--- config.mk ---
export PLATFORM = sky130hd
export DESIGN_NAME = mem_arbiter_flat
export DESIGN_NICKNAME = d
export VERILOG_FILES = /design/src/rtl/mem_arbiter_if.sv /design/src/rtl/mem_arbiter.sv /design/src/flat_wrapper.sv
export SDC_FILE = /design/constraint.sdc
export NUM_CORES = 1
export LEC_CHECK = 0
export BUFFER_PORTS_ARGS = -buffer_cell sky130_fd_sc_hd__buf_2
export CORE_AREA = 2 2 124 126
export DETAILED_ROUTE_END_ITERATION = 10
export DIE_AREA = 0 0 126 128
export GPL_TIMING_DRIVEN = 0
export PLACE_DENSITY = 0.75
export SETUP_SLACK_MARGIN = 0.3
export SKIP_CTS_REPAIR_TIMING = 1
export SLEW_MARGIN = 20
export SYNTH_ARGS = -nofsm -noshare
export SYNTH_HDL_FRONTEND = slang
export SYNTH_SLANG_ARGS = --single-unit
--- constraint.sdc ---
create_clock -name clk -period 4.1 [get_ports clk]
set_input_delay 0.82 -clock clk [delete_from_list [all_inputs] [get_ports clk]]
set_output_delay 0.82 -clock clk [all_outputs]
set_load 0.01 [all_outputs]
--- src/rtl/mem_arbiter_if.sv ---
// Fetch port, data port and unified-memory signals of mem_arbiter.
// The arbiter connects through the slave modport; the CPU/memory side uses master.
interface mem_arbiter_if;
    logic        if_req_in;
    logic [31:0] if_addr_in;
    logic [31:0] if_data_out;
    logic        if_ready_out;

    logic        dm_req_in;
    logic        dm_wr_in;
    logic [31:0] dm_addr_in;
    logic [31:0] dm_wdata_in;
    logic [31:0] dm_rdata_out;
    logic        dm_ready_out;

    logic        mem_req_out;
    logic        mem_wr_out;
    logic [31:0] mem_addr_out;
    logic [31:0] mem_wdata_out;
    logic [31:0] mem_rdata_in;
    logic        mem_ack_in;

    logic        stall_out;

    modport slave (
        input  if_req_in, if_addr_in,
        output if_data_out, if_ready_out,
        input  dm_req_in, dm_wr_in, dm_addr_in, dm_wdata_in,
        output dm_rdata_out, dm_ready_out,
        output mem_req_out, mem_wr_out, mem_addr_out, mem_wdata_out,
        input  mem_rdata_in, mem_ack_in,
        output stall_out
    );

    modport master (
        output if_req_in, if_addr_in,
        input  if_data_out, if_ready_out,
        output dm_req_in, dm_wr_in, dm_addr_in, dm_wdata_in,
        input  dm_rdata_out, dm_ready_out,
        input  mem_req_out, mem_wr_out, mem_addr_out, mem_wdata_out,
        output mem_rdata_in, mem_ack_in,
        input  stall_out
    );
endinterface

--- src/rtl/mem_arbiter.sv ---
// Fetch/data arbiter in front of a unified single-port memory, data-first with a fetch starvation limit.
// Define MEM_ARB_TIMEOUT_EN to add the BUSY watchdog and the sticky err_out port.
module mem_arbiter #(
    parameter int STARVE_LIMIT = 4,
    parameter int TIMEOUT      = 16
) (
    input  logic         clk,
    input  logic         reset_in,
`ifdef MEM_ARB_TIMEOUT_EN
    output logic         err_out,
`endif
    mem_arbiter_if.slave arb_if
);

    localparam int DATA_W   = 32;
    localparam int STREAK_W = (STARVE_LIMIT < 1) ? 1 : $clog2(STARVE_LIMIT + 1);

    typedef enum logic [1:0] {
        IDLE    = 2'd0,
        IF_BUSY = 2'd1,
        DM_BUSY = 2'd2,
        DONE    = 2'd3
    } state_t;

    state_t              state_q, state_d;
    logic [STREAK_W-1:0] streak_q, streak_d;
    logic                gnt_dm_q, gnt_dm_d;
    logic                wr_q, wr_d;
    logic [DATA_W-1:0]   addr_q, addr_d;
    logic [DATA_W-1:0]   wdata_q, wdata_d;
    logic [DATA_W-1:0]   if_data_q, if_data_d;
    logic [DATA_W-1:0]   dm_rdata_q, dm_rdata_d;
    logic                busy;
    logic                starved;

`ifdef MEM_ARB_TIMEOUT_EN
    localparam int                WD_W         = $clog2(TIMEOUT + 1);
    localparam logic [DATA_W-1:0] TIMEOUT_DATA = 32'hDEAD_BEEF;

    logic [WD_W-1:0] wdog_q, wdog_d;
    logic            err_q, err_d;
`endif

    function automatic logic [STREAK_W-1:0] sat_inc(input logic [STREAK_W-1:0] v);
        return (v == STREAK_W'(STARVE_LIMIT)) ? v : v + 1'b1;
    endfunction

    // A store completes with zero on the read-data port.
    function automatic logic [DATA_W-1:0] load_data(input logic is_store,
                                                    input logic [DATA_W-1:0] d);
        return is_store ? '0 : d;
    endfunction

    assign busy    = (state_q == IF_BUSY) || (state_q == DM_BUSY);
    assign starved = arb_if.if_req_in && (streak_q == STREAK_W'(STARVE_LIMIT));

    always_comb begin
        state_d    = state_q;
        streak_d   = streak_q;
        gnt_dm_d   = gnt_dm_q;
        wr_d       = wr_q;
        addr_d     = addr_q;
        wdata_d    = wdata_q;
        if_data_d  = if_data_q;
        dm_rdata_d = dm_rdata_q;
`ifdef MEM_ARB_TIMEOUT_EN
        wdog_d     = busy ? wdog_q : '0;
        err_d      = err_q;
`endif
        case (state_q)
            IDLE: begin
                if (arb_if.dm_req_in && !starved) begin
                    state_d  = DM_BUSY;
                    gnt_dm_d = 1'b1;
                    wr_d     = arb_if.dm_wr_in;
                    addr_d   = arb_if.dm_addr_in;
                    wdata_d  = arb_if.dm_wdata_in;
                    streak_d = arb_if.if_req_in ? sat_inc(streak_q) : '0;
                end else if (arb_if.if_req_in) begin
                    state_d  = IF_BUSY;
                    gnt_dm_d = 1'b0;
                    wr_d     = 1'b0;
                    addr_d   = arb_if.if_addr_in;
                    wdata_d  = '0;
                    streak_d = '0;
                end
            end
            IF_BUSY, DM_BUSY: begin
                if (arb_if.mem_ack_in) begin
                    state_d = DONE;
                    if (gnt_dm_q) begin
                        dm_rdata_d = load_data(wr_q, arb_if.mem_rdata_in);
                    end else begin
                        if_data_d = arb_if.mem_rdata_in;
                    end
                end
`ifdef MEM_ARB_TIMEOUT_EN
                else if (wdog_q == WD_W'(TIMEOUT - 1)) begin
                    state_d = DONE;
                    err_d   = 1'b1;
                    if (gnt_dm_q) begin
                        dm_rdata_d = load_data(wr_q, TIMEOUT_DATA);
                    end else begin
                        if_data_d = TIMEOUT_DATA;
                    end
                end else begin
                    wdog_d = wdog_q + 1'b1;
                end
`endif
            end
            DONE:    state_d = IDLE;
            default: state_d = IDLE;
        endcase
    end

    // Reset clears data registers too so every output reads zero while reset is held.
    always_ff @(posedge clk or posedge reset_in) begin
        if (reset_in) begin
            state_q    <= IDLE;
            streak_q   <= '0;
            gnt_dm_q   <= 1'b0;
            wr_q       <= 1'b0;
            addr_q     <= '0;
            wdata_q    <= '0;
            if_data_q  <= '0;
            dm_rdata_q <= '0;
`ifdef MEM_ARB_TIMEOUT_EN
            wdog_q     <= '0;
            err_q      <= 1'b0;
`endif
        end else begin
            state_q    <= state_d;
            streak_q   <= streak_d;
            gnt_dm_q   <= gnt_dm_d;
            wr_q       <= wr_d;
            addr_q     <= addr_d;
            wdata_q    <= wdata_d;
            if_data_q  <= if_data_d;
            dm_rdata_q <= dm_rdata_d;
`ifdef MEM_ARB_TIMEOUT_EN
            wdog_q     <= wdog_d;
            err_q      <= err_d;
`endif
        end
    end

    assign arb_if.mem_req_out   = busy;
    assign arb_if.mem_wr_out    = busy & wr_q;
    assign arb_if.mem_addr_out  = busy ? addr_q : '0;
    assign arb_if.mem_wdata_out = busy ? wdata_q : '0;

    assign arb_if.if_ready_out  = (state_q == DONE) & ~gnt_dm_q;
    assign arb_if.dm_ready_out  = (state_q == DONE) & gnt_dm_q;
    assign arb_if.if_data_out   = if_data_q;
    assign arb_if.dm_rdata_out  = dm_rdata_q;

    assign arb_if.stall_out = ~reset_in &
                              ((arb_if.if_req_in & ~arb_if.if_ready_out) |
                               (arb_if.dm_req_in & ~arb_if.dm_ready_out));

`ifdef MEM_ARB_TIMEOUT_EN
    assign err_out = err_q;
`endif

endmodule

--- src/flat_wrapper.sv ---
// flat-port wrapper written by rule: the top's interface ports become plain ports
module mem_arbiter_flat 
#(
    parameter int STARVE_LIMIT = 4,
    parameter int TIMEOUT      = 16
)
  (clk, reset_in, arb_if_if_req_in, arb_if_if_addr_in, arb_if_if_data_out, arb_if_if_ready_out, arb_if_dm_req_in, arb_if_dm_wr_in, arb_if_dm_addr_in, arb_if_dm_wdata_in, arb_if_dm_rdata_out, arb_if_dm_ready_out, arb_if_mem_req_out, arb_if_mem_wr_out, arb_if_mem_addr_out, arb_if_mem_wdata_out, arb_if_mem_rdata_in, arb_if_mem_ack_in, arb_if_stall_out);
  mem_arbiter_if arb_if_i ();
  input  logic clk;
  input  logic reset_in;
  input wire logic [$bits(arb_if_i.if_req_in)-1:0] arb_if_if_req_in;
  input wire logic [$bits(arb_if_i.if_addr_in)-1:0] arb_if_if_addr_in;
  output wire logic [$bits(arb_if_i.if_data_out)-1:0] arb_if_if_data_out;
  output wire logic [$bits(arb_if_i.if_ready_out)-1:0] arb_if_if_ready_out;
  input wire logic [$bits(arb_if_i.dm_req_in)-1:0] arb_if_dm_req_in;
  input wire logic [$bits(arb_if_i.dm_wr_in)-1:0] arb_if_dm_wr_in;
  input wire logic [$bits(arb_if_i.dm_addr_in)-1:0] arb_if_dm_addr_in;
  input wire logic [$bits(arb_if_i.dm_wdata_in)-1:0] arb_if_dm_wdata_in;
  output wire logic [$bits(arb_if_i.dm_rdata_out)-1:0] arb_if_dm_rdata_out;
  output wire logic [$bits(arb_if_i.dm_ready_out)-1:0] arb_if_dm_ready_out;
  output wire logic [$bits(arb_if_i.mem_req_out)-1:0] arb_if_mem_req_out;
  output wire logic [$bits(arb_if_i.mem_wr_out)-1:0] arb_if_mem_wr_out;
  output wire logic [$bits(arb_if_i.mem_addr_out)-1:0] arb_if_mem_addr_out;
  output wire logic [$bits(arb_if_i.mem_wdata_out)-1:0] arb_if_mem_wdata_out;
  input wire logic [$bits(arb_if_i.mem_rdata_in)-1:0] arb_if_mem_rdata_in;
  input wire logic [$bits(arb_if_i.mem_ack_in)-1:0] arb_if_mem_ack_in;
  output wire logic [$bits(arb_if_i.stall_out)-1:0] arb_if_stall_out;
  assign arb_if_i.if_req_in = arb_if_if_req_in;
  assign arb_if_i.if_addr_in = arb_if_if_addr_in;
  assign arb_if_if_data_out = arb_if_i.if_data_out;
  assign arb_if_if_ready_out = arb_if_i.if_ready_out;
  assign arb_if_i.dm_req_in = arb_if_dm_req_in;
  assign arb_if_i.dm_wr_in = arb_if_dm_wr_in;
  assign arb_if_i.dm_addr_in = arb_if_dm_addr_in;
  assign arb_if_i.dm_wdata_in = arb_if_dm_wdata_in;
  assign arb_if_dm_rdata_out = arb_if_i.dm_rdata_out;
  assign arb_if_dm_ready_out = arb_if_i.dm_ready_out;
  assign arb_if_mem_req_out = arb_if_i.mem_req_out;
  assign arb_if_mem_wr_out = arb_if_i.mem_wr_out;
  assign arb_if_mem_addr_out = arb_if_i.mem_addr_out;
  assign arb_if_mem_wdata_out = arb_if_i.mem_wdata_out;
  assign arb_if_i.mem_rdata_in = arb_if_mem_rdata_in;
  assign arb_if_i.mem_ack_in = arb_if_mem_ack_in;
  assign arb_if_stall_out = arb_if_i.stall_out;
  mem_arbiter #(.STARVE_LIMIT(STARVE_LIMIT), .TIMEOUT(TIMEOUT)) u_core (.clk(clk), .reset_in(reset_in), .arb_if(arb_if_i));
endmodule
==> results of run 1 <==
-- power by group --
part	switching, mW	leakage (nW)	internal, mW
registers	0.327	1.68	1.98
clock network	0.607	0.289	0.963
logic	1.82	2.39	1.45
-- state kept, by name (all words and copies together), names as in the netlist --
signal,cells
u_core.addr_q,32
u_core.arb_if.dm_rdata_out,32
u_core.arb_if.if_data_out,32
u_core.gnt_dm_q,1
u_core.state_q,2
u_core.streak_q,3
u_core.wdata_q,32
u_core.wr_q,1
-- critical path, cell delays in order (launching register included) --
cell      delay [ns]
dfrtp_1         0.37
inv_1           0.07
ha_1            0.28
buf_2           0.18
clkbuf_1        0.43
clkbuf_1        0.41
and2_1          0.22
buf_2           0.14
-- placed cells by master (no fill, tap or decap), drive strengths merged --
cell	instances
nand3b	1
a22o	33
a211oi	1
mux2i	1
buf	290
clkinv	4
nand2	99
o21a	1
xnor2	1
o22ai	1
inv	11
bufinv	3
and2	66
a21o	1
nand2b	32
nand4	33
nor2	2
a31oi	2
nor2b	3
dfrtp	135
mux2	33
o21ai	35
ha	5
clkinvlp	3
clkbuf	48
nand3	2
and3	1
o211ai	32
a21oi	2
-- routing by layer --
layer  GRT usage, %  routed length [µm]  part of all wire, %
met1           28.8                7700                   43
met2           37.6                8620                   48
met3           7.05                1440                  8.0
met4           7.50                 310                  1.7
met5              0                   0                    0
-- path summary, 6_finish.rpt --
check | cells past startpoint | to | slack [ns] | start
setup / recovery | 7 | arb_if_mem_addr_out[2] | 0.76 | u_core.state_q[0]$_DFFE_PP0P_
hold / removal | 2 | u_core.addr_q[13]$_DFFE_PP0P_ | 0.47 | u_core.addr_q[13]$_DFFE_PP0P_
min in group asynchronous | 2 | u_core.arb_if.dm_rdata_out[30]$_DFFE_PP0P_ | 0.48 | reset_in
max in group asynchronous | 5 | u_core.wdata_q[29]$_DFFE_PP0P_ | 2.65 | reset_in
hold reg to reg | 2 | u_core.addr_q[13]$_DFFE_PP0P_ | 0.47 | u_core.addr_q[13]$_DFFE_PP0P_
setup reg to reg | 7 | u_core.arb_if.dm_rdata_out[1]$_DFFE_PP0P_ | 2.15 | u_core.state_q[0]$_DFFE_PP0P_
-- synth_stat cells, drive strengths merged (2+ instances only) --
library cell and count:
nor2 2, buf 21, nand2 99, a21oi 2, a31oi 2, o211ai 32, inv 8, nand3 2
nand2b 32, ha 5, nor2b 3, mux2 33, nand4 33, dfrtp 135, o21ai 35, and2 66
clkbuf 29, a22o 33
-- kinds of logic after synthesis --
logic type,after synthesis
simple gates,239
flops,135
compound gates,108
buf+inv,58
mux,34
fa+ha+maj,5
xor+xnor,1
-- through the flow --
step / util, % / instance area, µm² / hold slack, ns / power (mW)
6_report: 57.5 / 8540 / 0.473 / 7.14
5_1_grt: 57.5 / 8540 / 0.495 / 7.67
4_1_cts: 57.5 / 8540 / 0.474 / 7.23
3_5_place_dp: 53.4 / 7940 / 0.462 / 5.62
3_3_place_gp: 52.8 / 7860 / 0.460 / 5.55
2_1_floorplan: - / 6290 / 0.448 / 4.33
-- cell type report --
cell class,instances,area (µm²)
Clock inverter,13,168
Clock buffer,19,433
Fill cell,1325,6320
Timing Repair Buffer,269,1410
Buffer,50,264
Sequential cell,135,3380
Tap cell,188,235
Inverter,8,33.8
Multi-Input combinational cell,387,2620
==> impl_metrics.ini, run 1 <==
[outcome]
status = finished clean

[hold_path]
min_path_type = reg -> reg

[power]
peakVddDrop_uv = 381
powerDensity_nw_per_um2 = 836
p_leak_nw = 4.36

[timing]
min_period_ns = 3.34
fin_tns_setup_ns = 0
finalSetupViolations = 0
worstMarginPinSlew_ns = 0.586
rsz0062_at_grt = no
fin_crit_sh_pct = 81.4
slew_viol_final = 0
hold_viol_final = 0
fin_skew_ns = 0.0102
fin_ws_ns = 0.764
slew_headroom_pct = 60.9
fmax_ghz = 0.300

[synthesis]
synthMuxAreaShare_pct = 6.07
synth_area_um2 = 6290
synth_largest_area_cell = dfrtp_1
synth_edf_count = 0
ys_ff_latch = 135
synth_compound_area_share_pct = 14.5
yosysWarnings = 0
yosysSeqAreaShare_pct = 53.7
synth-main-ff-cell = dfrtp_1
netlist.area_leader.share_pct = 53.7
synth-async-reset-ratio_pct = 100
synth_area_leaders = dfrtp_1, and2_1, o211ai_2, nand2_1, mux2_1
synth_fa_ha_area_share_pct = 0.995
ys_types = 33
syn-num-nets = 719
synth_top_family_by_area = simple AND/OR/NAND/NOR gates
syn_avg_cell_area_um2 = 10.8
syn_inst = 580
synth-simple-area-share_pct = 19.9
synth_xor_area_share_pct = 0.139

[global_routing]
grt_first_pass_wirelength_um = 28900
grt_pass1_vias = 5528
grt_usage_pct = 22.8
grt_overflow_total = 0
grt_max_degree = 33
antenna_found_initial = 0

[die]
die_w_um = 126
dieArea_um2 = 16100
die_h_um = 128
num_io_pins = 267
initial_core_util_pct = 42.3
core_area_um2 = 14900
num_rows = 45

[placed_design]
place_congestion = 0.798
port-buffer-count = 265
dpl.hpwl_um = 13700
dp.cells = 1037
pre_cts_slack_ns = 1.13

[layout]
drive_gt1_share_pct = 40.2
final_cells = 1069
area_growth_pct = 35.8
diodes = 0
final_nets = 1007

[cts]
htree_levels = 4
cts_root_buf = clkbuf_16
numCtsBuffers = 17
cts.path.max_buffers = 2
path_clk_slew_ns = 0.06
clock_sinks = 135
cts_tree = built
clock_latency_ns = 0.42

[critical_path]
arrival_ns = 2.52
path_class = reg -> out
cp_max_fo = 10
crit_path_start_kind = flop
required_ns = 3.28
end_kind = output pin

[run]
maxCapViolations = 0

[detailed_routing]
antenna_left = 0
drtIter0Drc = 259
drtPass1Iterations = 5
vias_per_cell = 5.16
wl_um = 18100
drc = 0
wire_per_inst_um = 16.9
num_vias = 5517
Power figures use the tool's default switching activity.
==> run 2, diff against run 1 <==
==> constraint.sdc (replaced) <==
create_clock -name clk -period 3 [get_ports clk]
set_input_delay 0.6 -clock clk [delete_from_list [all_inputs] [get_ports clk]]
set_output_delay 0.6 -clock clk [all_outputs]
set_load 0.01 [all_outputs]
==> run 2 against run 1 <==
  * Core utilization increased by 0.18 points
  * Clock skew decreased by 0.0017 ns
  * Total power increased by 38%
  * Register-to-register slack got worse by 1.1 ns
==> impl_metrics.ini, run 2 (synthesis results as in run 1) <==
[outcome]
status = finished clean

[placed_design]
port-buffer-count = 265
place_area_um2 = 7940
pre_cts_slack_ns = 0.255
place_congestion = 0.798
dpl.hpwl_um = 13700
dp.cells = 1037

[die]
initial_core_util_pct = 42.3
die_w_um = 126
num_rows = 45
num_io_pins = 267
dieArea_um2 = 16100
core_area_um2 = 14900
die_h_um = 128

[power]
powerDensity_nw_per_um2 = 1150
peakVddDrop_uv = 525
p_leak_nw = 4.39
power.total_mw = 9.84

[critical_path]
timing.rr.start = u_core.state_q[0]$_DFFE_PP0P_
cp_max_fo = 10
required_ns = 2.40
crit_path_start_kind = flop
end_kind = output pin
path_class = reg -> out
arrival_ns = 1.98
crit_start = u_core.state_q[0]$_DFFE_PP0P_

[timing]
fin_ws_ns = 0.423
finalSetupViolations = 0
fmax_ghz = 0.388
min_period_ns = 2.58
hold_viol_final = 0
timing.hold.ws_ns = 0.256
slew_headroom_pct = 61.1
rsz0062_at_grt = yes
worstMarginPinSlew_ns = 0.582
fin_tns_setup_ns = 0
fin_crit_sh_pct = 85.9
slew_viol_final = 0
fin_skew_ns = 0.00851

[cts]
cts_tree = built
clock_sinks = 135
htree_levels = 4
path_clk_slew_ns = 0.06
clock_latency_ns = 0.42
cts_root_buf = clkbuf_16
numCtsBuffers = 17
cts.path.max_buffers = 2

[global_routing]
antenna_found_initial = 0
grt_pass1_vias = 5528
grt_usage_pct = 22.8
grt_max_degree = 33
grt_overflow_total = 0
grt_first_pass_wirelength_um = 28900

[layout]
final_cells = 1069
fin_area_um2 = 8570
most-common-layout-cells = buf_2, dfrtp_1, nand2_1
final_common_cell = buf_2
drive_gt1_share_pct = 40.9
area_growth_pct = 36.2
final_core_util_pct = 57.7
fillCellCount = 1320
diodes = 0
final_nets = 1007

[detailed_routing]
top_layer = met4
wl_met1_um = 7680
drtPass1Iterations = 4
drtIter0Drc = 244
met3_length_um = 1470
num_vias = 5520
wl_um = 18100
wl_met2_um = 8660
vias_per_cell = 5.16
antenna_left = 0
drc = 0
wire_per_inst_um = 16.9

[hold_path]
min_path_type = in -> async

[run]
maxCapViolations = 0
## run 2: changes by cell type in the layout (fill, tap and decap cells not counted), sizes merged
cell / delta
clkbuf: -3
buf: +3
## run 2: power breakdown
| part | switching [mW] | internal, mW | total (mW) |
|---|---|---|---|
| logic | 2.49 | 2.06 | 4.55 |
| registers | 0.445 | 2.70 | 3.15 |
| clock network | 0.827 | 1.32 | 2.14 |
| total | 3.76 | 6.08 | 9.84 |
## run 2: layout make-up
cell class / instances / area, µm² / share of cell area (%)
Buffer: 50 / 290 / 3.39
Clock buffer: 19 / 433 / 5.05
Clock inverter: 13 / 168 / 1.96
Inverter: 8 / 33.8 / 0.394
Multi-Input combinational cell: 387 / 2620 / 30.5
Sequential cell: 135 / 3380 / 39.4
Tap cell: 188 / 235 / 2.74
Timing Repair Buffer: 269 / 1410 / 16.5
## run 2: final timing paths
check                           slack (ns)  depth (start not counted)                                    endpoint
worst max-delay path                  0.42                          7                     arb_if_mem_addr_out[15]
worst min-delay path                  0.26                          2  u_core.arb_if.dm_rdata_out[30]$_DFFE_PP0P_
worst max register to register        1.04                          7   u_core.arb_if.dm_rdata_out[1]$_DFFE_PP0P_
worst min register to register        0.47                          2               u_core.addr_q[13]$_DFFE_PP0P_
max in group asynchronous             1.78                          5              u_core.wdata_q[29]$_DFFE_PP0P_
min in group clk                      0.40                          2              u_core.wdata_q[12]$_DFFE_PP0P_
## run 2: worst max-delay path: stages (launching register included)
cell and delay, ns:
dfrtp_1 0.37, inv_1 0.07, ha_1 0.30, clkbuf_4 0.18
buf_6 0.15, clkbuf_4 0.18, and2_1 0.17, buf_2 0.14
## run 2: routing by layer
layer  global-route usage, %  up-vias
met1                    28.8     2653
met3                    7.05       25
met2                    37.6      258
met5                       0        -
met4                    7.50        0
li1                        -     2584
